`src/rtl/pulse_handshake_tx.sv`:
```
// rtl/pulse_handshake_tx.sv - event queue that ships pulses over a toggle request/ack handshake
module pulse_handshake_tx #(
   parameter int CNT_W = 4
) (
   input  logic             i_clk,
   input  logic             i_rst_n,
   input  logic             i_pulse,
   input  logic             i_ack_toggle,
   input  logic             i_ovf_clr,
   output logic             o_req_toggle,
   output logic             o_done,
   output logic             o_busy,
   output logic [CNT_W-1:0] o_pending,
   output logic             o_overflow
);

   localparam logic [0:0]       IDLE     = 1'b0;
   localparam logic [0:0]       WAIT_ACK = 1'b1;
   localparam logic [CNT_W-1:0] MAX      = {CNT_W{1'b1}};

   logic [0:0]       state;
   logic             ack_s1;
   logic             ack_s2;
   logic             launch;
   logic             ack_seen;
   logic             drop;
   logic [CNT_W-1:0] pending_nxt;

   // The ack toggle comes from another clock domain; only ack_s2 is used below.
   always_ff @(posedge i_clk or negedge i_rst_n) begin
      if (!i_rst_n) begin
         ack_s1 <= 1'b0;
         ack_s2 <= 1'b0;
      end else begin
         ack_s1 <= i_ack_toggle;
         ack_s2 <= ack_s1;
      end
   end

   assign ack_seen = (state == WAIT_ACK) && (ack_s2 == o_req_toggle);
   assign launch   = (state == IDLE) && ((o_pending != '0) || i_pulse);
   assign drop     = i_pulse && !launch && (o_pending == MAX);

   // A launch from an empty queue consumes the same-cycle pulse directly.
   always_comb begin
      pending_nxt = o_pending;
      if (i_pulse && !launch && !drop) begin
         pending_nxt = o_pending + 1'b1;
      end else if (!i_pulse && launch) begin
         pending_nxt = o_pending - 1'b1;
      end
   end

   always_ff @(posedge i_clk or negedge i_rst_n) begin
      if (!i_rst_n) begin
         state        <= IDLE;
         o_req_toggle <= 1'b0;
         o_pending    <= '0;
      end else begin
         o_pending <= pending_nxt;
         case (state)
            IDLE: begin
               if (launch) begin
                  state        <= WAIT_ACK;
                  o_req_toggle <= ~o_req_toggle;
               end
            end
            WAIT_ACK: begin
               if (ack_seen) begin
                  state <= IDLE;
               end
            end
            default: state <= IDLE;
         endcase
      end
   end

   // Set wins over a simultaneous clear so a drop is never hidden.
   always_ff @(posedge i_clk or negedge i_rst_n) begin
      if (!i_rst_n) begin
         o_overflow <= 1'b0;
      end else if (drop) begin
         o_overflow <= 1'b1;
      end else if (i_ovf_clr) begin
         o_overflow <= 1'b0;
      end
   end

   // Done is decoded in WAIT_ACK, so it can never coincide with a launch.
   assign o_done = ack_seen;
   assign o_busy = (state == WAIT_ACK) || (o_pending != '0);

endmodule

```
`config.mk`:
```
export PLATFORM = sky130hd
export DESIGN_NAME = pulse_handshake_tx
export DESIGN_NICKNAME = d
export VERILOG_FILES = /design/src/rtl/pulse_handshake_tx.sv
export SDC_FILE = /design/constraint.sdc
export NUM_CORES = 1
export LEC_CHECK = 0
export ABC_AREA = 1
export CORE_AREA = 5 5 42 44
export CTS_CLUSTER_DIAMETER = 50
export CTS_CLUSTER_SIZE = 30
export DETAILED_ROUTE_END_ITERATION = 8
export DIE_AREA = 0 0 47 49
export GPL_TIMING_DRIVEN = 0
export PLACE_DENSITY = 0.75
export SYNTH_ARGS = -nofsm -noshare
export SYNTH_HDL_FRONTEND = slang
export SYNTH_SLANG_ARGS = --single-unit
```
`constraint.sdc`:
```
create_clock -name i_clk -period 1.8 [get_ports i_clk]
set_clock_uncertainty 0.15 [all_clocks]
set_input_delay 0.36 -clock i_clk [delete_from_list [all_inputs] [get_ports i_clk]]
set_output_delay 0.36 -clock i_clk [all_outputs]
set_load 0.005 [all_outputs]
```
* After elaboration in Yosys (flattened, before gate mapping)
Cells that the tools add are included.
** Storage, ports and cells
- Register bits after elaboration :: 9
- Input port bits :: 5
** Operators by class
- Add/subtract/negate cells :: 2
- Equal/unequal tests :: 2
- Muxes and demuxes :: 7
- Bitwise gates (word level) :: 2
- Reductions and logical operators :: 15
** Operators by type and width (number)
- two-way mux 4 bit :: 2
- logical AND 1 bit :: 6
- adder 4 x 1 -> 4 bit, second input constant :: 1
- equality test 4 bit, second input constant :: 1
- two-way mux 1 bit :: 4
- nonzero test 2 bit :: 2
- nonzero test 4 bit :: 1
- subtractor 4 x 1 -> 4 bit, second input constant :: 1
- zero test 1 bit :: 3
- logical OR 1 bit :: 2
- NOT 1 bit :: 2
- case mux 1 bit (2 select lines) :: 1
- AND reduction 2 bit :: 1
- equality test 1 bit :: 1

* Depth between registers and ports, before layout
- Word-level depth :: 9
- Gate-level depth with buffers :: 10
- Depth with buffers taken out :: 10

* Worst setup path before layout
OpenSTA, ideal clock, no wires.
- Kind :: register -> register
- Start point :: reg o_pending[0]
- End point :: reg o_pending[3]
- Library setup time :: 0.118 ns
- Data arrival time :: 1.523 ns
- Data required time :: 1.532 ns
- Setup slack :: 0.008 ns
- Cell stages (with the launch flop) :: 10
- Buffers on the path :: 0
- Period minus slack after synthesis :: 1.792 ns
- Path through :: dfrtp_1 -> nand2_1 -> o21bai_4 -> ha_1 -> nand3_1 -> nand3_1 -> nand2_2 -> nand3_2 -> nand2_1 -> nand2_1
** Between the ends
- Longest elaborated chain between the ends :: 9
- Elaborated cells on any way between the ends :: 15
- Those cells by class :: 2 x add/sub; 1 x eq/ne; 2 x mux; 10 x reduce/logical
** RTL lines
- from (decl) :: line 13 : output logic [CNT_W-1:0] o_pending,
- from (signal assigned) :: line 60 : o_pending <= pending_nxt;
- nonzero test 4 bit :: line 41 : assign launch = (state == IDLE) && ((o_pending != '0) || i_pulse);
- logical OR 1 bit :: line 41
- logical AND 1 bit :: line 41
- zero test 1 bit :: line 42, 47
- logical AND 1 bit :: line 42, 47
- logical AND 1 bit :: line 42 : assign drop = i_pulse && !launch && (o_pending == MAX);
- zero test 1 bit :: line 47 : if (i_pulse && !launch && !drop) begin
- logical AND 1 bit :: line 47
- two-way mux 4 bit or nonzero test 2 bit (tied branches)
Parallel ways exist; a longest one is shown, timed or not. The select of a mux whose other input is x is not followed.
A chain may end at the register's enable or synchronous reset.

* Final worst setup path
- Start point :: reg o_pending[3]
- End point :: out o_pending[3]
No word-level cell between the ends.

==> metrics.txt <==
status completed; Final #Nets 89; grt peak-use layer met2; Critical Path RT 1.29 ns; Inserted Diodes 0; Worst Setup Start Kind flop; number of CTS-inserted buffers 3; # setup viols final 0; Rows 14; routed wire length per instance 11.5 um; CP cell instances clkdlybuf4s50_1; grt ovf 0; GPL Wtd Cong 0.781; reg2reg path depth 9; Pre-antenna DRT Iters 4; Worst IR Drop VDD 0.751 mV; share of layout cells above drive strength 1 0.325; RSZ-0062 raised after global routing yes; Util after Layout 0.540; post-synthesis cell area 517 sq um; register area share after synthesis 0.436; vias in the first global route 471; clk buf depth 2; CTS sink cnt 9; Final Hold Fails 0; htree depth 1; Initial DRC Count 2; Hold Path End ack_s2; Setup TNS Final 0 ns; slowest CP cell clkdlybuf4s50_1; die height 49 um; max_slew headroom 0.711; Synth Flop Type dfrtp_1; HP Class reg -> reg; Critical path buffers and inverters 1; Setup crit end kind primary output; fmax 584 MHz; Period minus WS final 1.71 ns; hold_sp ack_s1; Ports 13; DRT antenna net count 0; Final Max Slew Viols 0; Post-synth EDFFs 0; Synth-to-Final Area Change 46.5%; Tcrit/Tclk final 0.951; worst-skew pair later-pin latency 0.26 ns; share of flip-flops with an asynchronous set or reset 1.00; RR Startpoint o_pending[3]; Cell Pwr Density 1790 nW/um^2; DR vias/cell 4.79; top-count cell post-synth nand2_1; vias 460; kind of critical path reg -> out; syn nets 66; maximum number of pins on one net before global-route repair 10; Reg-to-Reg End o_pending[3]; leading cell types by total area after synthesis dfrtp_1 44%, nand2_1 9.4%, inv_1 5.8%; Hold WS 0.204 ns; area share of the largest cell type after synthesis 0.436; Netlist cell types 19; TritonCTS clock tree done; PortBufs 12; hpwl dp 769 um; antenna violations before repair 0; wirelength, routed 1.10 mm; Syn Inst Count 58; Clock Tree Root clkbuf_4; Leak Pwr 0.361 nW; Hold Path Depth 0; # Max-Cap Violations 0; die width 47 um; global-route met1 utilization 0.153; Ys Warns 0; clk slew on worst S/H paths 0.07 ns; core area 1400 sq um; Critical Path Max Stage Delay 0.53 ns; met3 Usage GRT 0.0111; Yosys top cell by area dfrtp_1; #FFs+latches synth 9; Max FO, Critical Path 4; WP data arrival 1.20 ns; worst-margin pin slew 0.432 ns; GRT Total Usage 0.116; first-pass GRT wire length 1.95 mm; CP delay by family, top buffers and inverters; DRC 0; M2 GR Usage 0.170; die area 2300 sq um; Post-Syn Area per Cell 8.91 sq um; commonest cells in the netlist 13 x nand2_1, 9 x dfrtp_1, 8 x inv_1; reg-to-reg setup timing slack 0.11 ns; Post-CTS Hold Buffers 0; Initial Util 0.369
==> how the worst max path moves through the flow <==
stage	from	slack, ns	end	depth (start not counted)
5_1_grt	o_pending[3]	-0.02	o_pending[3]	9
6_report	o_pending[3]	0.09	o_pending[3]	1
2_1_floorplan	o_pending[0]	0.008	o_pending[3]	9
4_1_cts	o_pending[3]	0.03	o_pending[3]	9
3_3_place_gp	i_pulse	-0.48	o_pending[3]	11
3_5_place_dp	i_pulse	-0.50	o_pending[3]	11
==> power breakdown <==
part	switching [W]	internal, W	total, W	leakage (nW)
combinational	0.000414	0.000415	0.000829	0.240
clock	0.0000800	0.0000822	0.000162	0.0177
sequential	0.0000741	0.000289	0.000363	0.104
total	0.000568	0.000786	0.00135	0.361
==> per-stage QoR <==
step | cells | worst slack [ns] | power, W | cell area [sq um]
floorplan | 58 | 0.00841 | 0.000817 | 517
global placement | 86 | -0.477 | 0.00104 | 657
detailed placement | 86 | -0.495 | 0.00106 | 657
CTS | 95 | 0.0332 | 0.00132 | 737
global route | 96 | -0.0222 | 0.00149 | 757
finish | 96 | 0.0877 | 0.00135 | 757
==> routing by layer <==
layer	routed length (um)	up-vias
met1	464	214
li1	-	230
met5	0	-
met3	43	4
met2	573	12
met4	23	0
==> layout make-up <==
type,instances,area [sq um]
repair buffers,18,159
inverters,8,30.0
clock buffers,3,22.5
fillers,137,644
flip-flops and latches,9,229
well taps,16,20.0
multi-input cells,41,292
clock inverters,1,5.00
==> sequential cells by signal, indices dropped and copies added, names as in the netlist <==
| name | count |
|---|---|
| o_req_toggle | 1 |
| ack_s2 | 1 |
| ack_s1 | 1 |
| o_overflow | 1 |
| state | 1 |
| o_pending | 4 |
==> logic make-up (layout without fill, tap and decap cells) <==
family	after synthesis	after routing	share of synthesized area
AOI/OAI and AO/OA	5	5	0.0896
xor gates and xnor gates	3	3	0.0509
adders and majority gates	3	3	0.0872
buffers and inverters	8	30	0.0581
DFF	9	9	0.436
and+or+nand+nor	30	30	0.278
==> cells in the final DEF (no fill, tap or decap), types with 2 or more instances in the layout <==
| cell | Yosys | routed |
|---|---|---|
| nor2_1 | 7 | 5 |
| nand3_2 | 2 | 2 |
| clkbuf_4 | 0 | 3 |
| nand3_1 | 4 | 4 |
| dfrtp_2 | 0 | 3 |
| clkdlybuf4s50_1 | 0 | 7 |
| nand2_2 | 1 | 4 |
| nor2_2 | 0 | 2 |
| nand2_1 | 13 | 10 |
| xor2_1 | 2 | 2 |
| inv_1 | 8 | 8 |
| dfrtp_1 | 9 | 6 |
| dlygate4sd2_1 | 0 | 5 |
| buf_4 | 0 | 6 |
==> what timing repair did <==
item                                    in CTS  in global routing
buffers inserted                             5                  1
gates resized for setup                     11                  4
endpoints found under the setup margin       5                  2
pin swaps                                    0                  2
(Power assumes the default switching activity.)
